### config.mk
export PLATFORM = sky130hd
export DESIGN_NAME = imm_seq_ctrl_flat
export DESIGN_NICKNAME = d
export VERILOG_FILES = /design/src/rtl/imm_seq_pkg.sv /design/src/rtl/imm_seq_ctrl_if.sv /design/src/rtl/imm_ext_unit.sv /design/src/rtl/imm_seq_ctrl.sv /design/src/flat_wrapper.sv
export SDC_FILE = /design/constraint.sdc
export NUM_CORES = 1
export LEC_CHECK = 0
export ABC_AREA = 0
export CAP_MARGIN = 0
export CORE_MARGIN = 3
export CORE_UTILIZATION = 25
export CTS_CLUSTER_DIAMETER = 60
export CTS_CLUSTER_SIZE = 25
export DETAILED_ROUTE_END_ITERATION = 12
export GPL_ROUTABILITY_DRIVEN = 0
export HOLD_SLACK_MARGIN = 0.08
export SLEW_MARGIN = 10
export SYNTH_ARGS = -nofsm -noshare
export SYNTH_HDL_FRONTEND = slang
export SYNTH_HIERARCHICAL = 1
export SYNTH_SLANG_ARGS = --single-unit
### constraint.sdc
create_clock -name clk -period 4.8 [get_ports clk]
set_input_delay 1.44 -clock clk [delete_from_list [all_inputs] [get_ports clk]]
set_output_delay 1.44 -clock clk [all_outputs]
set_load 0.03 [all_outputs]
### src/rtl/imm_seq_pkg.sv
// Shared types and constants for the immediate-assembly sequencer.
// No logic here; consumed by the controller and the extension unit.
// Mode and state encodings are fixed so other blocks can decode them.
package imm_seq_pkg;

  typedef logic [1:0] mode_t;

  localparam mode_t MODE_SEXT  = 2'b00;
  localparam mode_t MODE_ZEXT  = 2'b01;
  localparam mode_t MODE_UPPER = 2'b10;
  localparam mode_t MODE_LONG  = 2'b11;

  typedef enum logic [1:0] {
    IDLE = 2'd0,
    HW1  = 2'd1,
    HW2  = 2'd2,
    OUT  = 2'd3
  } state_t;

endpackage

### src/rtl/imm_seq_ctrl_if.sv
// Command, halfword and immediate handshake bundle for imm_seq_ctrl.
// Pure wiring, no latency.
// master drives commands/halfwords and consumes the immediate; slave is the controller.
interface imm_seq_ctrl_if #(parameter int CNT_W = 16);
  logic             start;
  logic [1:0]       mode;
  logic [15:0]      hw_data;
  logic             hw_valid;
  logic             hw_ready;
  logic [31:0]      imm;
  logic             imm_valid;
  logic             imm_ready;
  logic             busy;
  logic [CNT_W-1:0] imm_count;

  modport master (
    output start, mode, hw_data, hw_valid, imm_ready,
    input  hw_ready, imm, imm_valid, busy, imm_count
  );

  modport slave (
    input  start, mode, hw_data, hw_valid, imm_ready,
    output hw_ready, imm, imm_valid, busy, imm_count
  );
endinterface

### src/rtl/imm_ext_unit.sv
// Widens one instruction halfword to a 32-bit immediate according to mode.
// Purely combinational, zero latency.
// No handshake; the caller decides when the result is captured.
module imm_ext_unit
  import imm_seq_pkg::*;
(
  input  mode_t       mode,
  input  logic [15:0] hw_data,
  output logic [31:0] ext
);

  // Long mode places the halfword high, same as upper; the low half arrives later.
  always_comb begin
    ext = {16'h0000, hw_data};
    case (mode)
      MODE_SEXT:  ext = {{16{hw_data[15]}}, hw_data};
      MODE_ZEXT:  ext = {16'h0000, hw_data};
      MODE_UPPER: ext = {hw_data, 16'h0000};
      MODE_LONG:  ext = {hw_data, 16'h0000};
      default:    ext = {16'h0000, hw_data};
    endcase
  end

endmodule

### src/rtl/imm_seq_ctrl.sv
// Assembles one 32-bit immediate per command from 1 or 2 fetched halfwords.
// imm_valid rises the cycle after the last halfword handshake (3 cycles min short, 4 long).
// hw stalls hold HW1/HW2 indefinitely; imm is held stable until imm_ready.
module imm_seq_ctrl
  import imm_seq_pkg::*;
#(
  parameter int CNT_W = 16
) (
  input  logic         clk,
  input  logic         rst,
  imm_seq_ctrl_if.slave bus
);

  state_t           state;
  mode_t            mode_q;
  logic [31:0]      imm_q;
  logic             imm_valid_q;
  logic             busy_q;
  logic [CNT_W-1:0] cnt_q;
  logic [31:0]      ext;
  logic             hw_rdy;
  logic             hw_fire;
  logic             imm_fire;

  imm_ext_unit u_ext (
    .mode    (mode_q),
    .hw_data (bus.hw_data),
    .ext     (ext)
  );

  // Halfwords are only accepted while waiting for them; never in the start cycle.
  assign hw_rdy   = (state == HW1) || (state == HW2);
  assign hw_fire  = bus.hw_valid && hw_rdy;
  assign imm_fire = imm_valid_q && bus.imm_ready;

  assign bus.hw_ready  = hw_rdy;
  assign bus.imm       = imm_q;
  assign bus.imm_valid = imm_valid_q;
  assign bus.busy      = busy_q;
  assign bus.imm_count = cnt_q;

  // Sequencer: state, mode latch, immediate register, delivery counter and flags.
  always_ff @(posedge clk or posedge rst) begin
    if (rst) begin
      state       <= IDLE;
      mode_q      <= MODE_SEXT;
      imm_q       <= 32'h0;
      imm_valid_q <= 1'b0;
      busy_q      <= 1'b0;
      cnt_q       <= '0;
    end else begin
      case (state)
        IDLE: begin
          if (bus.start) begin
            mode_q <= bus.mode;
            state  <= HW1;
            busy_q <= 1'b1;
          end
        end
        HW1: begin
          if (hw_fire) begin
            if (mode_q == MODE_LONG) begin
              // Keep the low half untouched; it is filled by the second halfword.
              imm_q[31:16] <= ext[31:16];
              state        <= HW2;
            end else begin
              imm_q       <= ext;
              imm_valid_q <= 1'b1;
              state       <= OUT;
            end
          end
        end
        HW2: begin
          if (hw_fire) begin
            imm_q[15:0] <= bus.hw_data;
            imm_valid_q <= 1'b1;
            state       <= OUT;
          end
        end
        OUT: begin
          if (imm_fire) begin
            cnt_q       <= cnt_q + CNT_W'(1);
            imm_valid_q <= 1'b0;
            // A start on the delivery cycle chains straight into the next command.
            if (bus.start) begin
              mode_q <= bus.mode;
              state  <= HW1;
            end else begin
              state  <= IDLE;
              busy_q <= 1'b0;
            end
          end
        end
        default: begin
          state       <= IDLE;
          imm_valid_q <= 1'b0;
          busy_q      <= 1'b0;
        end
      endcase
    end
  end

endmodule
### src/flat_wrapper.sv
// flat-port wrapper written by rule: the top's interface ports become plain ports
module imm_seq_ctrl_flat import imm_seq_pkg::*;
#(
  parameter int CNT_W = 16
)
  (clk, rst, bus_start, bus_mode, bus_hw_data, bus_hw_valid, bus_imm_ready, bus_hw_ready, bus_imm, bus_imm_valid, bus_busy, bus_imm_count);
  imm_seq_ctrl_if #(.CNT_W(CNT_W)) bus_i ();
  input  logic clk;
  input  logic rst;
  input wire logic [$bits(bus_i.start)-1:0] bus_start;
  input wire logic [$bits(bus_i.mode)-1:0] bus_mode;
  input wire logic [$bits(bus_i.hw_data)-1:0] bus_hw_data;
  input wire logic [$bits(bus_i.hw_valid)-1:0] bus_hw_valid;
  input wire logic [$bits(bus_i.imm_ready)-1:0] bus_imm_ready;
  output wire logic [$bits(bus_i.hw_ready)-1:0] bus_hw_ready;
  output wire logic [$bits(bus_i.imm)-1:0] bus_imm;
  output wire logic [$bits(bus_i.imm_valid)-1:0] bus_imm_valid;
  output wire logic [$bits(bus_i.busy)-1:0] bus_busy;
  output wire logic [$bits(bus_i.imm_count)-1:0] bus_imm_count;
  assign bus_i.start = bus_start;
  assign bus_i.mode = bus_mode;
  assign bus_i.hw_data = bus_hw_data;
  assign bus_i.hw_valid = bus_hw_valid;
  assign bus_i.imm_ready = bus_imm_ready;
  assign bus_hw_ready = bus_i.hw_ready;
  assign bus_imm = bus_i.imm;
  assign bus_imm_valid = bus_i.imm_valid;
  assign bus_busy = bus_i.busy;
  assign bus_imm_count = bus_i.imm_count;
  imm_seq_ctrl #(.CNT_W(CNT_W)) u_core (.clk(clk), .rst(rst), .bus(bus_i));
endmodule
==> flow_summary.toml <==
[run_status]
run_status = "finished clean"

[route]
vias = 1950
antenna_left = 0
wl_per_cell_um = 14.69
drt-initial-drc-count = 39
vias_per_cell = 4.472
drc_errors = 0
drt-total-wl_um = 6405
first_pass_iters = 4

[synth]
synth_area_leaders = "dfrtp_1, mux2_2, a21o_1, nor2b_1, ha_1"
synth_nets = 252
yosysMostFrequentCell = "dfrtp_1"
ys.flop_type = "dfrtp_1"
netlist_instances = 222
syn_area_mm2 = 0.002799
synthArstFlopShare = 1.000
synth.avg_cell_area_um2 = 12.61
synth_top_area_share = 0.4828
synth_edf_count = 0
ys_seq_elements = 54
synth_commonest_cells = "dfrtp_1, mux2_2, nor2b_1"
synth_cell_types = 33
ys_seq_area_frac = 0.4828
yosysTopAreaCell = "dfrtp_1"
yosys_warnings = 6

[finish]
drive_gt1_frac = 0.2297
syn2layout_area_growth_pct = 35.54
nets = 325
stdcell_area_mm2 = 0.003794
antenna_cells = 0
fillers = 1118

[setup_path]
path_class = "flip-flop to primary output"
cp.required_ps = 3360
cpPeakStageDelay_ps = 710
crit_slowest_cell = "clkdlybuf4s50_1"
crit_chain = "inv_1, ha_1, clkdlybuf4s50_1"
cp-end-kind = "primary output"
cp-start-kind = "flip-flop"
cp_max_fo = 5
arrival_ps = 1910

[clocking]
cts-root-buf = "clkbuf_8"
htreeDepth = 2
hold_buffers = 0
cts_buffers = 5
clock_path_buffers = 2
clk_pin_slew_ps = 100
clk_latency_ps = 310
cts_setup_buffers = 0
post_cts_resized = 0
clock-sinks = 54
cts_tree = "built"

[placement]
io_buffers = 73
dp_hpwl_um = 4547
placed_area_mm2 = 0.003651

[timing]
finalCritPeriodShare = 0.6987
tns_ps = 0
clock_skew_ps = 10.70
hold_ws_ps = 486.3
setup_viol = 0
finalCriticalPeriod_ps = 3354
report.final.hold_viol_count = 0
worst_pin_slew_ps = 935.1
finalMaxSlewViolations = 0
slew_headroom = 0.3766
max_freq_mhz = 298.2
rsz0062_at_grt = "false"

[floorplanning]
core_mm2 = 0.01089
rows = 38
start_util = 0.2571
die_h_um = 111.8
io_pins = 74
fp.dieW_um = 111.8
dieArea_mm2 = 0.01250

[power_and_ir_drop]
p_seq_frac = 0.300
p_leak_nw = 1.727
p_comb_frac = 0.548
intPower_mw = 1.483
p_sw_mw = 0.9776
pwr-share-clk = 0.152
vdd_drop_max_mv = 0.3605
power_density_mw_per_mm2 = 648.5
switching_share = 0.3973

[grt]
antenna_found_initial = 0
grt_pass1_wl_um = 10670
first_global_vias = 2011
grt_overflow_total = 0
track_usage = 0.1045
grt_max_degree = 41

[min_path]
hold_path_class = "flip-flop to flip-flop"

[run]
drv_cap = 0
final cells by class:
| class | instances | area, um2 | share of cell area |
|---|---|---|---|
| timing repair buffer | 75 | 745.7 | 0.1966 |
| multi-input combinational | 153 | 1356 | 0.3575 |
| sequential | 54 | 1351 | 0.3562 |
| inverter | 6 | 22.52 | 0.005937 |
| clock buffer | 6 | 82.58 | 0.02177 |
| clock inverter | 2 | 60.06 | 0.01583 |
| tap | 140 | 175.2 | 0.04617 |
critical path, delay by kind of cell (launching register included):
kind | cells | cell delay, ps
buffers and inverters | 2 | 820
flip-flops | 1 | 410
adder cells (fa/ha/maj) | 1 | 390
flip-flops by register name, indices dropped and copies added, names as in the netlist:
name                  flops
u_core/bus.busy           1
u_core/bus.imm           32
u_core/bus.imm_count     16
u_core/bus.imm_valid      1
u_core/mode_q             2
u_core/state              2
kinds of logic after synthesis:
logic type	after synthesis	share of synthesized area
xor gates and xnor gates	15	0.04694
buffers and inverters	15	0.03263
AOI/OAI and AO/OA	26	0.07153
muxes	53	0.2128
adders and majority gates	7	0.03129
DFF	54	0.4828
and+or+nand+nor	52	0.1220
final timing paths:
kind / from / to / slack (ps) / cells after the start
worst max-delay path: u_core/state[0] / bus_hw_ready / 1450 / 3
worst min-delay path: u_core/bus.imm_count[15] / u_core/bus.imm_count[15] / 490 / 1
worst max register to register: u_core/state[0] / u_core/bus.imm[10] / 2140 / 5
worst min register to register: u_core/bus.imm_count[15] / u_core/bus.imm_count[15] / 490 / 1
max in group asynchronous: rst / u_core/bus.imm[24] / 2400 / 3
min in group asynchronous: rst / u_core/bus.imm_count[10] / 1630 / 2
metal layers:
metal  global-route usage  part of all wire  vias to the layer above
li1                     -                 -                      929
met1               0.1330              0.45                      961
met2               0.1731              0.47                       55
met3              0.03750             0.077                        5
met4              0.01946            0.0048                        0
met5                    0                 0                        -
power by group through the flow:
stage	Clock, mW	Sequential [mW]	Combinational (mW)
2_1_floorplan	0	1.03	0.641
3_3_place_gp	0	0.746	1.35
3_5_place_dp	0	0.751	1.37
4_1_cts	0.392	0.744	1.37
5_1_grt	0.407	0.768	1.45
6_report	0.374	0.738	1.35
per-stage QoR:
step | util | power [mW] | worst slack, ps | cells
3_3_place_gp | 0.3353 | 2.096 | 1581 | 428
6_report | 0.3484 | 2.460 | 1446 | 436
5_1_grt | 0.3484 | 2.630 | 1356 | 436
2_1_floorplan | - | 1.666 | 2045 | 222
4_1_cts | 0.3484 | 2.506 | 1427 | 436
3_5_place_dp | 0.3353 | 2.117 | 1559 | 428
cell usage in the layout (no fill, tap or decap), drive strengths merged, types with 2 or more instances in the layout:
| cell | instances |
|---|---|
| a21boi | 2 |
| a21o | 15 |
| a21oi | 4 |
| and3 | 2 |
| buf | 2 |
| bufinv | 2 |
| clkbuf | 6 |
| clkdlybuf4s50 | 73 |
| dfrtp | 54 |
| ha | 7 |
| inv | 6 |
| mux2 | 52 |
| nand2 | 9 |
| nand3 | 8 |
| nand4 | 6 |
| nor2 | 3 |
| nor2b | 17 |
| nor3 | 2 |
| xnor2 | 9 |
| xor2 | 6 |
No activity file was read; power rests on OpenSTA's default activity.
